### src/rtl/uart_pkg.sv
// ---------------------------------------------------------------------------
// uart_pkg
// Shared definitions for the UART receiver: receive FSM state encoding,
// oversample tick positions inside one bit period, frame width and the
// 2-of-3 majority helper used for data and stop bit decisions.
// No ports (package).
// ---------------------------------------------------------------------------
package uart_pkg;

  typedef enum logic [2:0] {
    ST_IDLE,
    ST_START,
    ST_DATA,
    ST_STOP,
    ST_BREAK_WAIT
  } rx_state_e;

  localparam int DATA_BITS = 8;

  // Tick positions (0..15) inside one 16x-oversampled bit period.
  localparam logic [3:0] TICK_EARLY = 4'd7;
  localparam logic [3:0] TICK_MID   = 4'd8;
  localparam logic [3:0] TICK_LATE  = 4'd9;
  localparam logic [3:0] TICK_LAST  = 4'd15;

  // Bit counter value of the last data bit. Value 0 means "tail of the
  // start bit", so data bits occupy counts 1..DATA_BITS.
  localparam logic [3:0] BIT_CNT_LAST = 4'(DATA_BITS);

  function automatic logic majority3(input logic a, input logic b, input logic c);
    return (a & b) | (a & c) | (b & c);
  endfunction

endpackage

### src/rtl/uart_receiver_sync_fifo.sv
// ---------------------------------------------------------------------------
// sync_fifo
// Single-clock FIFO used as receive storage when the design is built with
// the UART_RX_FIFO_EN macro; the module only exists in that build.
// A push while full is accepted if a pop happens in the same cycle.
// Ports:
//   clk, reset (async, active-low)
//   push / push_data   write request and data
//   pop  / pop_data    read request and head-of-queue data (0 when empty)
//   full, empty        status
//   count              entries currently stored (0..DEPTH)
// Parameters: WIDTH data width, DEPTH entries (power of two).
// ---------------------------------------------------------------------------
`ifdef UART_RX_FIFO_EN
module sync_fifo #(
  parameter int WIDTH = 8,
  parameter int DEPTH = 16
) (
  input  logic                     clk,
  input  logic                     reset,
  input  logic                     push,
  input  logic [WIDTH-1:0]         push_data,
  input  logic                     pop,
  output logic [WIDTH-1:0]         pop_data,
  output logic                     full,
  output logic                     empty,
  output logic [$clog2(DEPTH):0]   count
);

  localparam int AW = $clog2(DEPTH);
  localparam logic [AW:0] DEPTH_CNT = (AW+1)'(DEPTH);

  logic [WIDTH-1:0] mem_q [DEPTH];
  logic [AW-1:0]    wr_ptr_q, wr_ptr_d;
  logic [AW-1:0]    rd_ptr_q, rd_ptr_d;
  logic [AW:0]      count_q, count_d;
  logic             push_ok, pop_ok;

  assign full     = (count_q == DEPTH_CNT);
  assign empty    = (count_q == '0);
  assign count    = count_q;
  // Head data is forced to zero while empty so the output is defined after reset.
  assign pop_data = empty ? '0 : mem_q[rd_ptr_q];

  // A full FIFO still takes a push when the head leaves in the same cycle.
  assign push_ok = push && (!full || pop);
  assign pop_ok  = pop && !empty;

  // Pointers wrap naturally because DEPTH is a power of two.
  always_comb begin
    wr_ptr_d = wr_ptr_q;
    rd_ptr_d = rd_ptr_q;
    count_d  = count_q + (AW+1)'(push_ok) - (AW+1)'(pop_ok);
    if (push_ok) wr_ptr_d = wr_ptr_q + 1'b1;
    if (pop_ok)  rd_ptr_d = rd_ptr_q + 1'b1;
  end

  always_ff @(posedge clk or negedge reset) begin
    if (!reset) begin
      wr_ptr_q <= '0;
      rd_ptr_q <= '0;
      count_q  <= '0;
    end else begin
      wr_ptr_q <= wr_ptr_d;
      rd_ptr_q <= rd_ptr_d;
      count_q  <= count_d;
    end
  end

  // Storage array carries no reset; its contents are only visible through
  // pop_data, which is masked while empty.
  always_ff @(posedge clk) begin
    if (push_ok) mem_q[wr_ptr_q] <= push_data;
  end

endmodule
`endif

### src/rtl/uart_receiver.sv
// ---------------------------------------------------------------------------
// uart_receiver
// 8N1 UART receiver with 16x oversampling, 2-of-3 majority voting on every
// data and stop bit, frame error detection with break wait, and receive
// storage with sticky overrun.
// Build option: define UART_RX_FIFO_EN for a FIFO of FIFO_DEPTH entries;
// without it storage is a single holding register (fifo_count is 0 or 1).
// Ports:
//   clk        rising-edge clock
//   reset      asynchronous, active-low reset
//   rx         asynchronous serial input, idle high, LSB first
//   rd_data    oldest received byte
//   rd_valid   rd_data holds a byte
//   rd_ready   consumer accepts rd_data when rd_valid && rd_ready
//   frame_err  one-cycle pulse on a bad stop bit
//   overrun    sticky: a byte was dropped because storage was full
//   clr_err    clears overrun on the next cycle
//   fifo_count bytes currently stored
// Parameters: CLK_DIV clk cycles per oversample tick (1..4095),
//             FIFO_DEPTH storage entries (power of two, 2..256).
// ---------------------------------------------------------------------------
module uart_receiver #(
  parameter int CLK_DIV    = 4,
  parameter int FIFO_DEPTH = 16
) (
  input  logic                          clk,
  input  logic                          reset,
  input  logic                          rx,
  output logic [7:0]                    rd_data,
  output logic                          rd_valid,
  input  logic                          rd_ready,
  output logic                          frame_err,
  output logic                          overrun,
  input  logic                          clr_err,
  output logic [$clog2(FIFO_DEPTH):0]   fifo_count
);

  import uart_pkg::*;

  localparam int CW    = $clog2(FIFO_DEPTH) + 1;
  localparam int DIV_W = 12;
  localparam logic [DIV_W-1:0] DIV_LAST = DIV_W'(CLK_DIV - 1);

  // Synchronizer and edge-detect history.
  logic rx_meta_q, rx_meta_d;
  logic rx_sync_q, rx_sync_d;
  logic rx_prev_q, rx_prev_d;

  rx_state_e            state_q, state_d;
  logic [DIV_W-1:0]     div_cnt_q, div_cnt_d;
  logic [3:0]           samp_cnt_q, samp_cnt_d;
  logic [3:0]           bit_cnt_q, bit_cnt_d;
  logic [DATA_BITS-1:0] shift_q, shift_d;
  logic [1:0]           samples_q, samples_d;
  logic                 frame_err_q, frame_err_d;
  logic                 overrun_q, overrun_d;

  logic tick;
  logic vote;
  logic push;
  logic pop;
  logic store_full;
  logic drop;

  assign tick = (div_cnt_q == DIV_LAST);
  // Third vote is the live sample taken at the late tick.
  assign vote = majority3(samples_q[0], samples_q[1], rx_sync_q);

  assign pop  = rd_valid && rd_ready;
  assign drop = push && store_full && !pop;

  assign frame_err = frame_err_q;
  assign overrun   = overrun_q;

  always_comb begin
    rx_meta_d = rx;
    rx_sync_d = rx_meta_q;
    rx_prev_d = rx_sync_q;
  end

  // Receive FSM, tick divider and bit datapath. The divider and tick index
  // free-run and are restarted when a start edge is seen, so the first bit
  // period is aligned to the detected edge.
  always_comb begin
    state_d     = state_q;
    div_cnt_d   = tick ? '0 : div_cnt_q + 1'b1;
    samp_cnt_d  = tick ? samp_cnt_q + 1'b1 : samp_cnt_q;
    bit_cnt_d   = bit_cnt_q;
    shift_d     = shift_q;
    samples_d   = samples_q;
    push        = 1'b0;
    frame_err_d = 1'b0;

    if (tick && (state_q == ST_DATA || state_q == ST_STOP)) begin
      if (samp_cnt_q == TICK_EARLY) samples_d[0] = rx_sync_q;
      if (samp_cnt_q == TICK_MID)   samples_d[1] = rx_sync_q;
    end

    unique case (state_q)
      ST_IDLE: begin
        if (rx_prev_q && !rx_sync_q) begin
          state_d    = ST_START;
          div_cnt_d  = '0;
          samp_cnt_d = '0;
        end
      end

      // Start bit is qualified by its mid sample. On success DATA is entered
      // with bit_cnt 0, which times out the rest of the start bit before the
      // first data bit is sampled.
      ST_START: begin
        if (tick && samp_cnt_q == TICK_MID) begin
          if (rx_sync_q) begin
            state_d = ST_IDLE;
          end else begin
            state_d   = ST_DATA;
            bit_cnt_d = '0;
          end
        end
      end

      ST_DATA: begin
        if (tick) begin
          if (samp_cnt_q == TICK_LATE && bit_cnt_q != '0) begin
            shift_d = {vote, shift_q[DATA_BITS-1:1]};
          end
          if (samp_cnt_q == TICK_LAST) begin
            if (bit_cnt_q == BIT_CNT_LAST) begin
              state_d = ST_STOP;
            end else begin
              bit_cnt_d = bit_cnt_q + 1'b1;
            end
          end
        end
      end

      // Leaving at the late tick frees the second half of the stop bit so a
      // following start edge can be caught without an idle gap.
      ST_STOP: begin
        if (tick && samp_cnt_q == TICK_LATE) begin
          if (vote) begin
            push    = 1'b1;
            state_d = ST_IDLE;
          end else begin
            frame_err_d = 1'b1;
            state_d     = ST_BREAK_WAIT;
          end
        end
      end

      ST_BREAK_WAIT: begin
        if (rx_sync_q) state_d = ST_IDLE;
      end

      default: state_d = ST_IDLE;
    endcase
  end

  // A new drop wins over a simultaneous clear.
  always_comb begin
    overrun_d = (overrun_q && !clr_err) || drop;
  end

  always_ff @(posedge clk or negedge reset) begin
    if (!reset) begin
      rx_meta_q   <= 1'b1;
      rx_sync_q   <= 1'b1;
      rx_prev_q   <= 1'b1;
      state_q     <= ST_IDLE;
      div_cnt_q   <= '0;
      samp_cnt_q  <= '0;
      bit_cnt_q   <= '0;
      shift_q     <= '0;
      samples_q   <= '0;
      frame_err_q <= 1'b0;
      overrun_q   <= 1'b0;
    end else begin
      rx_meta_q   <= rx_meta_d;
      rx_sync_q   <= rx_sync_d;
      rx_prev_q   <= rx_prev_d;
      state_q     <= state_d;
      div_cnt_q   <= div_cnt_d;
      samp_cnt_q  <= samp_cnt_d;
      bit_cnt_q   <= bit_cnt_d;
      shift_q     <= shift_d;
      samples_q   <= samples_d;
      frame_err_q <= frame_err_d;
      overrun_q   <= overrun_d;
    end
  end

`ifdef UART_RX_FIFO_EN
  logic fifo_full;
  logic fifo_empty;

  sync_fifo #(
    .WIDTH (DATA_BITS),
    .DEPTH (FIFO_DEPTH)
  ) u_fifo (
    .clk       (clk),
    .reset     (reset),
    .push      (push),
    .push_data (shift_q),
    .pop       (pop),
    .pop_data  (rd_data),
    .full      (fifo_full),
    .empty     (fifo_empty),
    .count     (fifo_count)
  );

  assign store_full = fifo_full;
  assign rd_valid   = !fifo_empty;
`else
  logic                 hold_valid_q, hold_valid_d;
  logic [DATA_BITS-1:0] hold_data_q, hold_data_d;
  logic                 hold_accept;

  // Same acceptance rule as the FIFO: a full register takes a new byte only
  // when the current one is consumed in the same cycle.
  assign hold_accept = push && (!hold_valid_q || pop);

  always_comb begin
    hold_valid_d = hold_valid_q;
    hold_data_d  = hold_data_q;
    if (pop) hold_valid_d = 1'b0;
    if (hold_accept) begin
      hold_valid_d = 1'b1;
      hold_data_d  = shift_q;
    end
  end

  always_ff @(posedge clk or negedge reset) begin
    if (!reset) begin
      hold_valid_q <= 1'b0;
      hold_data_q  <= '0;
    end else begin
      hold_valid_q <= hold_valid_d;
      hold_data_q  <= hold_data_d;
    end
  end

  assign store_full = hold_valid_q;
  assign rd_valid   = hold_valid_q;
  assign rd_data    = hold_data_q;
  assign fifo_count = {{(CW-1){1'b0}}, hold_valid_q};
`endif

endmodule

### config.mk
export PLATFORM = sky130hd
export DESIGN_NAME = uart_receiver
export DESIGN_NICKNAME = d
export VERILOG_FILES = /design/src/rtl/uart_pkg.sv /design/src/rtl/uart_receiver_sync_fifo.sv /design/src/rtl/uart_receiver.sv
export SDC_FILE = /design/constraint.sdc
export NUM_CORES = 1
export LEC_CHECK = 0
export BUFFER_PORTS_ARGS = -buffer_cell sky130_fd_sc_hd__buf_2
export CORE_ASPECT_RATIO = 0.8
export CORE_MARGIN = 1
export CORE_UTILIZATION = 59
export DETAILED_ROUTE_END_ITERATION = 6
export HOLD_SLACK_MARGIN = 0.15
export PLACE_DENSITY_LB_ADDON = 0.2
export RECOVER_POWER = 100
export SLEW_MARGIN = 20
export SYNTH_ARGS = -nofsm -noshare
export SYNTH_HDL_FRONTEND = slang
export SYNTH_SLANG_ARGS = --single-unit
### constraint.sdc
create_clock -name clk -period 2.3 [get_ports clk]
set_input_delay 0.23 -clock clk [delete_from_list [all_inputs] [get_ports clk]]
set_output_delay 0.23 -clock clk [all_outputs]
set_load 0.02 [all_outputs]
==> results.py <==
metrics = {
    "global_route": {
        "grt_pass1_vias": 1569,
        "grt_first_pass_wirelength_um": 7320,
        "grt_antenna_before_repair": 0,
        "gr-total-overflow": 0,
        "grt_max_degree": 28,
        "track_usage_pct": 23.1,
    },
    "clocking": {
        "clkSinkCount": 47,
        "htreeDepth": 2,
        "cts_buffers": 5,
        "clockRootBuffer": "clkbuf_8",
        "worstSkewPairLatency_ns": 0.31,
        "post-cts-setup-buffer-count": 0,
        "clkTransAtPathRegs_ns": 0.09,
        "clockBufferDepth": 2,
        "cts_tree": "built",
    },
    "critical_path": {
        "cp_data_required_time_ns": 2.49,
        "critical_path_class": "flip-flop to flip-flop",
        "cp.arrival_ns": 2.34,
        "cp_max_fo": 8,
        "worstSetupEndpointType": "flip-flop",
        "max_stage_delay_ns": 0.51,
        "slowest_stage": "or3b_2",
        "start_kind": "flip-flop",
        "crit_chain": "ha_1, or3b_2, nor4_4, nand4_4, mux2_2",
    },
    "die": {
        "num_io_pins": 21,
        "dieArea_um2": 4260,
        "dieHeight_um": 58.6,
        "rows": 20,
        "initial_utilization_pct": 62.0,
        "die_w_um": 72.7,
        "core_um2": 3800,
    },
    "outcome": {
        "outcome": "finished, final reports clean",
    },
    "pwr": {
        "power_mw": 2.32,
        "ir_drop_uv": 612,
        "powerDensity_nw_per_um2": 883,
        "power_leakage_nw": 1.20,
    },
    "yosys": {
        "synthesis.instances": 210,
        "synth-main-ff-cell": "dfrtp_1",
        "synth_fa_ha_area_share_pct": 3.61,
        "synthXorXnorAreaFrac_pct": 4.83,
        "synth_top_area_share_pct": 46.7,
        "synth_top_family_by_area": "simple AND/OR/NAND/NOR gates",
        "syn_area_per_cell_um2": 11.2,
        "synth-simple-area-share_pct": 23.1,
        "synth-seq-area-share_pct": 50.0,
        "syn_area_um2": 2360,
        "ys_types": 48,
        "synth_area_leaders": "dfrtp_1, mux2_2, xnor2_1, nor2_1, dfstp_2",
        "synth_compound_area_share_pct": 5.57,
        "async_reset_ff_share_pct": 100,
        "muxShareOfSynthArea_pct": 9.44,
        "yosysWarnings": 0,
        "synth_top_cell_by_area": "dfrtp_1",
        "synth-seq-cells": 47,
        "synth_enable_flop_cells": 0,
    },
    "layout": {
        "final_nets": 250,
        "final_util_pct": 68.9,
        "num-fill-cells": 305,
        "final_common_cell": "dfrtp_1",
        "n_antenna_cell": 0,
        "syn_to_final_growth_pct": 11.1,
        "layout_common_cells": "dfrtp_1, nor2_1, mux2_2",
        "drive_above_1_share_pct": 18.8,
    },
    "drt": {
        "wl_um": 4200,
        "drc_errors": 0,
        "first_pass_iters": 4,
        "vias": 1636,
        "routed_via_density": 5.55,
        "wl_per_cell_um": 14.3,
        "drt_iter0_drc": 58,
        "postRouteAntennaNets": 0,
    },
    "sta": {
        "fmax_ghz": 0.467,
        "fin_crit_ns": 2.14,
        "slew_violations": 0,
        "maxSlewHeadroom_pct": 28.7,
        "finalSetupViolCount": 0,
        "worst_pin_slew_ns": 1.07,
        "grt_setup_unrepaired": "false",
        "finalHoldViolations": 0,
        "fin_skew_ns": 0.0106,
        "period_share_pct": 93.2,
        "finalHoldWorstSlack_ns": 0.287,
        "fin_setup_tns_ns": 0,
    },
    "worst_hold_path": {
        "hp-class": "input port to flip-flop",
    },
    "placed_design": {
        "dpl.hpwl_um": 3150,
        "port_buffers": 16,
        "gp_congestion": 0.910,
    },
    "run": {
        "cap_violations": 0,
    },
}
==> worst paths after layout <==
check | cells after the start | slack (ns) | start | endpoint
max | 5 | 0.16 | div_cnt_q[0]$_DFF_PN0_ | rd_data[6]$_DFFE_PN0P_
min | 3 | 0.29 | rd_ready | rd_valid$_DFFE_PN0P_
max reg2reg | 5 | 0.16 | div_cnt_q[0]$_DFF_PN0_ | rd_data[6]$_DFFE_PN0P_
min reg2reg | 0 | 0.36 | rx_meta_q$_DFF_PN1_ | rx_prev_d$_DFF_PN1_
max in group asynchronous | 3 | 0.46 | reset | div_cnt_q[3]$_DFF_PN0_
min in group asynchronous | 2 | 0.63 | reset | shift_q[0]$_DFFE_PN0P_
==> Yosys cell counts (2+ instances only) <==
library cell / number
a21oi_1: 2
and3_1: 5
buf_4: 5
dfrtp_1: 44
dfstp_2: 3
ha_1: 6
inv_1: 8
mux2_2: 18
mux2i_1: 2
nand2_1: 15
nand2b_1: 2
nand3_1: 7
nand3b_1: 2
nand4_1: 7
nor2_1: 24
nor2b_1: 4
nor3_1: 3
nor3b_1: 2
nor4_1: 5
nor4_2: 2
o211ai_1: 2
o21a_1: 2
o21ai_0: 2
or3b_2: 2
or4_4: 2
xnor2_1: 11
xor2_1: 2
==> kinds of logic after synthesis <==
family | Yosys count
xor gates and xnor gates | 13
DFF | 47
muxes | 20
buffers and inverters | 14
AOI/OAI and AO/OA | 18
adders and majority gates | 7
other | 1
and+or+nand+nor | 90
==> stage by stage <==
| stage | cells | instance area [um2] | worst slack (ns) |
|---|---|---|---|
| floorplan | 213 | 2370 | 0.330 |
| global placement | 284 | 2520 | 0.245 |
| detailed placement | 284 | 2520 | 0.122 |
| CTS | 295 | 2650 | 0.123 |
| global route | 295 | 2620 | 0.0123 |
| finish | 295 | 2620 | 0.157 |
==> area by class of cell <==
| class | instances | area (um2) | area share [%] |
|---|---|---|---|
| clock buffer | 6 | 82.6 | 3.15 |
| timing repair buffer | 25 | 133 | 5.06 |
| inverter | 8 | 30.0 | 1.15 |
| multi-input combinational | 152 | 1110 | 42.4 |
| tap | 55 | 68.8 | 2.62 |
| clock inverter | 2 | 16.3 | 0.620 |
| sequential | 47 | 1180 | 45.0 |
==> worst max-delay path: cells and delay by family, from the launching register on <==
| kind | cells | cell delay (ns) |
|---|---|---|
| and+or+nand+nor | 3 | 1.08 |
| adders and majority gates | 1 | 0.22 |
| muxes | 1 | 0.33 |
| DFF | 1 | 0.39 |
==> registers in the layout, summed over array words and instances (netlist names) <==
register,flops
samples_q,2
rx_prev_d,1
rd_data,8
rd_valid,1
samp_cnt_q,4
shift_q,8
overrun,1
rx_prev_q,1
div_cnt_q,12
bit_cnt_q,4
frame_err,1
rx_meta_q,1
state_q,3
==> power by group <==
| part | total, mW | internal [mW] | switching [mW] |
|---|---|---|---|
| Clock | 0.523 | 0.245 | 0.277 |
| Combinational | 0.706 | 0.308 | 0.398 |
| Sequential | 1.09 | 0.941 | 0.147 |
==> timing repair <==
item	in CTS	in global routing
hold buffers	3	0
hold endpoints to repair	22	0
resized for setup	0	0
==> per-layer routing <==
metal  wire [um]  up-vias  GRT usage [%]
met4          70        0           10.4
met5           0        -              0
met2        2070       35           39.0
met1        1930      791           28.5
li1            -      803              -
met3         135        7           5.31
Power figures use the tool's default switching activity.
